===== src/rtl/alu_cmd_sequencer.sv =====
`default_nettype none
// +----------------------------------------------------------------------------+
// | Module      : alu_cmd_sequencer                                            |
// | Description : Command front-end for the 8-bit ALU. Takes one command per  |
// |               valid/ready handshake, pulses BEGIN, streams operand bytes  |
// |               in ALU load order, waits for END, collects one or two       |
// |               result bytes and returns them over a valid/ready handshake. |
// | Ports       : clk, reset (async, active low)                              |
// |               cmd_valid/cmd_ready/cmd_op/cmd_x/cmd_y  - command channel   |
// |               alu_begin/alu_op_code/alu_inbus         - to the ALU        |
// |               alu_outbus/alu_end                      - from the ALU      |
// |               res_valid/res_ready/res_hi/res_lo/res_err - result channel  |
// |               busy                                    - not idle          |
// | Options     : ALU_SEQ_TIMEOUT_EN - abort WAIT after TIMEOUT_CYCLES with   |
// |               res_err; without it WAIT holds until alu_end.               |
// | Revision    : 1.0 - initial release                                       |
// +----------------------------------------------------------------------------+
module alu_cmd_sequencer #(
  parameter int TIMEOUT_CYCLES = 255,
  parameter int CNT_W          = 8
) (
  input  logic        clk,
  input  logic        reset,
  input  logic        cmd_valid,
  output logic        cmd_ready,
  input  logic [1:0]  cmd_op,
  input  logic [15:0] cmd_x,
  input  logic [7:0]  cmd_y,
  output logic        alu_begin,
  output logic [1:0]  alu_op_code,
  output logic [7:0]  alu_inbus,
  input  logic [7:0]  alu_outbus,
  input  logic        alu_end,
  output logic        res_valid,
  input  logic        res_ready,
  output logic [7:0]  res_hi,
  output logic [7:0]  res_lo,
  output logic        res_err,
  output logic        busy
);

  // The counter must be able to represent TIMEOUT_CYCLES without wrapping.
  if (2**CNT_W <= TIMEOUT_CYCLES) begin : g_cnt_w_check
    $error("alu_cmd_sequencer: CNT_W too narrow for TIMEOUT_CYCLES");
  end

  typedef enum logic [5:0] {
    S_IDLE  = 6'b000001,
    S_START = 6'b000010,
    S_LOAD  = 6'b000100,
    S_WAIT  = 6'b001000,
    S_CAPT  = 6'b010000,
    S_RESP  = 6'b100000
  } state_e;

  state_e      state_q, state_d;
  logic [1:0]  op_q, op_d;
  logic [15:0] x_q, x_d;
  logic [7:0]  y_q, y_d;
  logic [1:0]  idx_q, idx_d;
  logic [7:0]  hi_q, hi_d;
  logic [7:0]  lo_q, lo_d;
  logic        err_q, err_d;
  logic [7:0]  load_byte;
  logic        last_byte;

`ifdef ALU_SEQ_TIMEOUT_EN
  localparam logic [CNT_W-1:0] c_timeout_last = CNT_W'(TIMEOUT_CYCLES - 1);
  logic [CNT_W-1:0] cnt_q, cnt_d;
`endif

  // Operand byte presented during LOAD: divide sends the 16-bit dividend
  // high byte first, every other op sends x[7:0] then y.
  always_comb begin
    load_byte = y_q;
    last_byte = 1'b0;
    if (op_q == 2'b11) begin
      case (idx_q)
        2'd0:    load_byte = x_q[15:8];
        2'd1:    load_byte = x_q[7:0];
        default: load_byte = y_q;
      endcase
      last_byte = (idx_q == 2'd2);
    end else begin
      load_byte = (idx_q == 2'd0) ? x_q[7:0] : y_q;
      last_byte = (idx_q == 2'd1);
    end
  end

  always_comb begin
    state_d = state_q;
    op_d    = op_q;
    x_d     = x_q;
    y_d     = y_q;
    idx_d   = idx_q;
    hi_d    = hi_q;
    lo_d    = lo_q;
    err_d   = err_q;
`ifdef ALU_SEQ_TIMEOUT_EN
    cnt_d   = cnt_q;
`endif
    case (state_q)
      S_IDLE: begin
        if (cmd_valid) begin
          op_d  = cmd_op;
          x_d   = cmd_x;
          y_d   = cmd_y;
          idx_d = 2'd0;
          hi_d  = 8'h00;
          lo_d  = 8'h00;
          err_d = 1'b0;
          // Divide by zero is answered directly; the ALU is never started.
          if (cmd_op == 2'b11 && cmd_y == 8'h00) begin
            err_d   = 1'b1;
            state_d = S_RESP;
          end else begin
            state_d = S_START;
          end
        end
      end
      S_START: begin
        idx_d   = 2'd0;
        state_d = S_LOAD;
      end
      S_LOAD: begin
        if (last_byte) begin
          state_d = S_WAIT;
`ifdef ALU_SEQ_TIMEOUT_EN
          cnt_d   = '0;
`endif
        end else begin
          idx_d = idx_q + 2'd1;
        end
      end
      S_WAIT: begin
        if (alu_end) begin
          // Two-word results (multiply, divide) deliver the high word first.
          if (op_q[1]) begin
            hi_d    = alu_outbus;
            state_d = S_CAPT;
          end else begin
            hi_d    = 8'h00;
            lo_d    = alu_outbus;
            state_d = S_RESP;
          end
        end
`ifdef ALU_SEQ_TIMEOUT_EN
        else if (cnt_q == c_timeout_last) begin
          hi_d    = 8'h00;
          lo_d    = 8'h00;
          err_d   = 1'b1;
          state_d = S_RESP;
        end else if (cnt_q != {CNT_W{1'b1}}) begin
          cnt_d = cnt_q + CNT_W'(1);
        end
`endif
      end
      S_CAPT: begin
        lo_d    = alu_outbus;
        state_d = S_RESP;
      end
      S_RESP: begin
        if (res_ready) state_d = S_IDLE;
      end
      default: state_d = S_IDLE;
    endcase
  end

  always_ff @(posedge clk or negedge reset) begin
    if (!reset) begin
      state_q <= S_IDLE;
      op_q    <= 2'b00;
      x_q     <= 16'h0000;
      y_q     <= 8'h00;
      idx_q   <= 2'd0;
      hi_q    <= 8'h00;
      lo_q    <= 8'h00;
      err_q   <= 1'b0;
`ifdef ALU_SEQ_TIMEOUT_EN
      cnt_q   <= '0;
`endif
    end else begin
      state_q <= state_d;
      op_q    <= op_d;
      x_q     <= x_d;
      y_q     <= y_d;
      idx_q   <= idx_d;
      hi_q    <= hi_d;
      lo_q    <= lo_d;
      err_q   <= err_d;
`ifdef ALU_SEQ_TIMEOUT_EN
      cnt_q   <= cnt_d;
`endif
    end
  end

  // All outputs decode from registered state only, so none of them has a
  // combinational path from an input.
  assign cmd_ready   = (state_q == S_IDLE);
  assign busy        = (state_q != S_IDLE);
  assign alu_begin   = (state_q == S_START);
  assign alu_op_code = (state_q == S_IDLE) ? 2'b00 : op_q;
  assign alu_inbus   = (state_q == S_LOAD) ? load_byte : 8'h00;
  assign res_valid   = (state_q == S_RESP);
  assign res_hi      = res_valid ? hi_q : 8'h00;
  assign res_lo      = res_valid ? lo_q : 8'h00;
  assign res_err     = res_valid ? err_q : 1'b0;

endmodule
`default_nettype wire


===== config.mk =====
export PLATFORM = sky130hd
export DESIGN_NAME = alu_cmd_sequencer
export DESIGN_NICKNAME = d
export VERILOG_FILES = /design/src/rtl/alu_cmd_sequencer.sv
export SDC_FILE = /design/constraint.sdc
export NUM_CORES = 1
export LEC_CHECK = 0
export ABC_AREA = 1
export BUFFER_PORTS_ARGS = -buffer_cell sky130_fd_sc_hd__buf_4
export CORE_MARGIN = 1.5
export CORE_UTILIZATION = 40
export CTS_CLUSTER_SIZE = 8
export DETAILED_ROUTE_END_ITERATION = 10
export GPL_ROUTABILITY_DRIVEN = 0
export SKIP_LAST_GASP = 1
export SYNTH_ARGS = -nofsm -noshare
export SYNTH_HDL_FRONTEND = slang
export SYNTH_SLANG_ARGS = --single-unit

===== constraint.sdc =====
create_clock -name clk -period 2.15 [get_ports clk]
set_input_delay 0.43 -clock clk [delete_from_list [all_inputs] [get_ports clk]]
set_output_delay 0.43 -clock clk [all_outputs]
set_load 0.05 [all_outputs]

# Yosys cells after proc, flatten, opt, wreduce, memory -nomap -nowiden
# Cells that the tools add are included.
# word_totals
reg_bits	51
out_inout_bits	31
# classes
addsub	1
n_eq_ne	17
n_mux	27
reduce_logical	11
# ops
op	count
$mux W8	10
$mux W6	6
$pmux W6 S6	1
$pmux W8 S2	2
$pmux W8 S3	1
$ne A2 B2 Y1 const B	5
$logic_not A8 Y1	1
$reduce_and A4 Y1	2
$eq A2 B2 Y1 const B	3
$eq A6 B1 Y1 const B	1
$eq A6 B2 Y1 const B	1
$eq A6 B3 Y1 const B	1
$eq A6 B4 Y1 const B	1
$eq A6 B5 Y1 const B	1
$eq A6 B6 Y1 const B	1
$mux W2	3
$ne A6 B1 Y1 const B	1
$pmux W2 S3	1
$reduce_and A3 Y1	2
$reduce_bool A3 Y1	2
$mux W1	3
$add A2 B1 Y2 const B	1
$eq A2 B1 Y1 const B	1
$logic_not A2 Y1	1
4 further kinds	4

# Longest topological paths before layout
# depth
depth_word	5
mapped_depth	11

# Worst setup path after synthesis
# OpenSTA, ideal clock, no wires.
# synth_path
kind	reg2out
from	register idx_q[1]
to	output alu_inbus[0]
t_arrival_ns	2.468
path_slack_ns	-0.748
path_stages_with_launch	7
n_path_buf	1
path_cell_list	dfrtp_1 > inv_1 > ha_1 > clkbuf_1 > nor2_1 > nand2_1 > a311oi_1
# synth_between
elab_chain_cells	4
word_cells_on_any_way	6
classes_between	1 x eq/ne; 4 x mux; 1 x reduce/logical
# synth_rtl
element	line	rtl
start: declaration	60	logic [1:0] idx_q, idx_d;
start signal: assignment	187	idx_q <= idx_d;
$eq A2 B1 Y1 or $logic_not A2 Y1 (tied branches)	78, 85	
$pmux W8 S2 or $mux W8 (tied branches)	78, 85	
$mux W8 *	77	if (op_q == 2'b11) begin
$mux W8 *	203	assign alu_inbus = (state_q == S_LOAD) ? load_byte : 8'h00;
end: declaration	31	output logic [7:0] alu_inbus,
# Every way passes the cells marked *; elsewhere a longest branch is shown, timed or not.

# Worst setup path in the final report
# layout_path
from	register idx_q[0]
to	output alu_inbus[5]
# Same word-level chain as after synthesis.

==> impl_metrics.csv <==
group,metric,value,unit
critical_path,worstPathRequired,1.72,ns
logic_synthesis,ys_warn_count,0,
clock_network,clk_pin_slew,0.10,ns
logic_synthesis,synth_cells,364,
critical_path,crit_path_end_kind,"output pin",
global_routing,grt-ovfl-total,0,
outcome,status,"complete, but fails checks",
sta,fmax,449.2,MHz
pwr,leakage,1.991,nW
sta,min_period_over_period,103.5,%
logic_synthesis,ys_top_cells_by_area,"dfrtp_1 (44%), nand2_1 (19%), inv_1 (4.9%)",
critical_path,crit_fanout,5,
critical_path,startpoint,"idx_q[0]$_DFFE_PN0P_",
clock_network,root_buffer,"clkbuf_8",
pwr,pwr-share-comb,50.3,%
final_layout,final_layout_size_suffix_gt1_share,37.83,%
drt,viasPerCell,4.805,
logic_synthesis,yosysUniqueCellTypes,28,
die,die_area,7566,µm²
sta,worst_pin_slew,0.6651,ns
die,die_x,86.99,µm
critical_path,cp_common_cell,"buf_6",
logic_synthesis,synth_flop_cell,"dfrtp_1",
global_routing,grt_use_met2,33.33,%
sta,finClkSkew,0.01083,ns
drt,wire_per_inst,13.77,µm
sta,period_needed,2.226,ns
clock_network,cts_tree,"done",
logic_synthesis,syn_area,2821,µm²
final_layout,final_util,60.79,%
die,core,6794,µm²
final_layout,area_growth,46.39,%
pwr,switching_share,46.97,%
logic_synthesis,avgSynthCellArea,7.751,µm²
pwr,switchingPower,1.980,mW
placement,portBuffers,69,
logic_synthesis,syn_nets,406,
critical_path,crit_type,"reg2out",
logic_synthesis,synth_commonest_cells,"nand2_1 (144), dfrtp_1 (50), inv_1 (37)",
final_layout,nets,493,
pwr,p_total,4.216,mW
logic_synthesis,synth_top_area_share,44.35,%
critical_path,regToRegSetupSlack,0.45,ns
global_routing,antenna_found_initial,0,
pwr,power_frac_clock,14.9,%
critical_path,reg2reg_from,"idx_q[0]$_DFFE_PN0P_",
placement,dp_hpwl,5234,µm
global_routing,grt_pass1_vias,2544,
critical_path,worst_path_largest_cell_delay,0.42,ns
critical_path,reg2regPathDepth,12,
drt,dr_total_vias,2633,
logic_synthesis,async_flop_share,100.0,%
logic_synthesis,ys_ff_latch,51,
global_routing,grt_max_degree,52,
sta,slew_headroom,55.66,%
placement,dp.cells,531,
critical_path,crit_path_top_delay_cell,"dfrtp_1",
job,maxCapViolCount,0,
critical_path,arrival,1.80,ns
final_layout,num_antenna_cells,0,
clock_network,htree_levels,2,
drt,first_pass_iters,4,
critical_path,start_kind,"register",
clock_network,cts_buffers,5,
pwr,power_density,1021,nW/µm²
drt,drt_wl_total,7546,µm
drt,ant_nets,0,
critical_path,timing.critical_path.to,"alu_inbus[5]",
sta,report.final.setup_viol,8,
global_routing,grt_use_total,20.89,%
die,die_h,86.99,µm
placement,dp_slack,0.1055,ns
logic_synthesis,synth_most_common_cell,"nand2_1",
final_layout,n_fill_cell,633,
outcome,violations,"setup timing",
logic_synthesis,yosysTopAreaCell,"dfrtp_1",
critical_path,r2r_end,"state_q[5]$_DFFE_PN0P_",
clock_network,clock_path_buffers,2,
sta,rsz0062_at_grt,"true",
clock_network,numClockSinks,51,
drt,drt_iter0_drc,140,
global_routing,groute.layer.met1.usage,29.61,%
global_routing,use_met3,3.507,%
die,rows,30,
sta,hold_viol,0,
pwr,pwr-share-seq,34.9,%
sta,final_max_slew_viol_count,0,
pwr,peakVddDrop,421.7,µV
critical_path,cp_cell_sequence,"ha_2 > nor2_4 > buf_6 > nand2_2 > a311oi_4 > buf_6",
worst_hold_path,hold_class,"in2async",
logic_synthesis,synth_edf_count,0,
clock_network,worstSkewPairLatency,0.30,ns
die,ios,70,
final_layout,finalNonFillerCells,548,
die,initial_core_util,41.53,%
logic_synthesis,seq_area_frac_synth,45.28,%
global_routing,grt_pass1_wl,12240,µm
drt,drc,0,
pwr,intPower,2.236,mW
global_routing,busiest_layer,"met2",
sta,fin_ws,-0.07626,ns
-- state kept, by name, summed over array words and instances (netlist names) --
signal	count
y_q	8
err_q	1
state_q	6
x_q	16
hi_q	8
op_q	2
idx_q	2
lo_q	8
-- power by group through the flow --
stage	clock, mW	sequential (mW)	combinational [mW]
5_1_grt	0.680	1.50	2.35
4_1_cts	0.639	1.46	2.10
2_1_floorplan	0	1.41	1.51
6_report	0.627	1.47	2.12
3_5_place_dp	0	1.47	1.98
3_3_place_gp	0	1.47	1.95
-- per-stage QoR --
step	hold slack, ns	setup TNS (ns)	instance area [µm²]
global placement	0.4580	0	3725
floorplan	0.1344	-2.384	3085
finish	0.1426	-0.3663	4130
CTS	0.1738	-0.3172	3979
detailed placement	0.4637	0	3725
global route	0.1878	-2.247	4130
-- worst min-delay path by stage --
| stage | slack (ns) | cells past startpoint | end |
|---|---|---|---|
| after global routing | 0.19 | 1 | x_q[3]$_DFFE_PN0P_ |
| after floorplan | 0.13 | 0 | err_q$_DFFE_PN0P_ |
| after global placement | 0.46 | 2 | x_q[11]$_DFFE_PN0P_ |
| after CTS | 0.17 | 1 | idx_q[1]$_DFFE_PN0P_ |
| final | 0.14 | 1 | y_q[3]$_DFFE_PN0P_ |
| after detailed placement | 0.46 | 2 | x_q[13]$_DFFE_PN0P_ |
-- routing by layer --
metal	up-vias	share of wire, %
met3	6	3.4
met1	1246	48
met5	-	0
li1	1323	-
met2	58	48
met4	0	0.83
-- what timing repair did --
action / in CTS / in global routing
endpoints found under the setup margin: 27 / 28
cloned: 2 / 1
endpoints found under the hold margin: 0 / 0
resized for setup: 29 / 34
buffers inserted: 4 / 2
pin swaps: 10 / 6
hold buffers: 0 / 0
-- cells in the final DEF (no fill, tap or decap), types with 3 or more instances in the layout --
| cell type | synthesis | final |
|---|---|---|
| a21oi_1 | 16 | 14 |
| a311oi_4 | 0 | 8 |
| buf_4 | 2 | 58 |
| buf_6 | 4 | 28 |
| clkbuf_8 | 0 | 7 |
| dfrtp_1 | 50 | 48 |
| inv_1 | 37 | 33 |
| inv_2 | 3 | 6 |
| nand2_1 | 144 | 137 |
| nand2_2 | 2 | 8 |
| nand3_1 | 13 | 13 |
| nand4_1 | 6 | 6 |
| nor2_1 | 30 | 12 |
| nor2_2 | 4 | 3 |
| nor2_4 | 2 | 21 |
| o21ai_0 | 8 | 8 |
| o21ai_2 | 8 | 8 |
| o21bai_1 | 8 | 8 |
-- kinds of logic after synthesis --
logic type / Yosys count / synth area share, %
AO/OA/AOI/OAI: 49 / 11.62
adder cells (fa/ha/maj): 3 / 1.331
buffers and inverters: 51 / 8.248
flip-flops: 51 / 45.28
AND/OR/NAND/NOR: 210 / 33.53
-- final cells by class --
cell class	instances	area, µm²	share of cell area, %
inverters	41	182.7	4.423
clock buffers	7	96.34	2.333
clock inverters	1	7.507	0.1818
repair inverters	2	20.02	0.4847
well taps	96	120.1	2.908
repair buffers	88	780.7	18.90
multi-input cells	262	1643	39.78
flip-flops and latches	51	1280	30.99
-- worst max-delay path: cells and delay by family (launching register included) --
kind,cells,cell delay (ns)
buffers and inverters,2,0.33
AOI/OAI and AO/OA,1,0.32
and+or+nand+nor,2,0.19
adders and majority gates,1,0.23
DFF,1,0.42
Note: power is estimated with default switching activity, not from simulation.
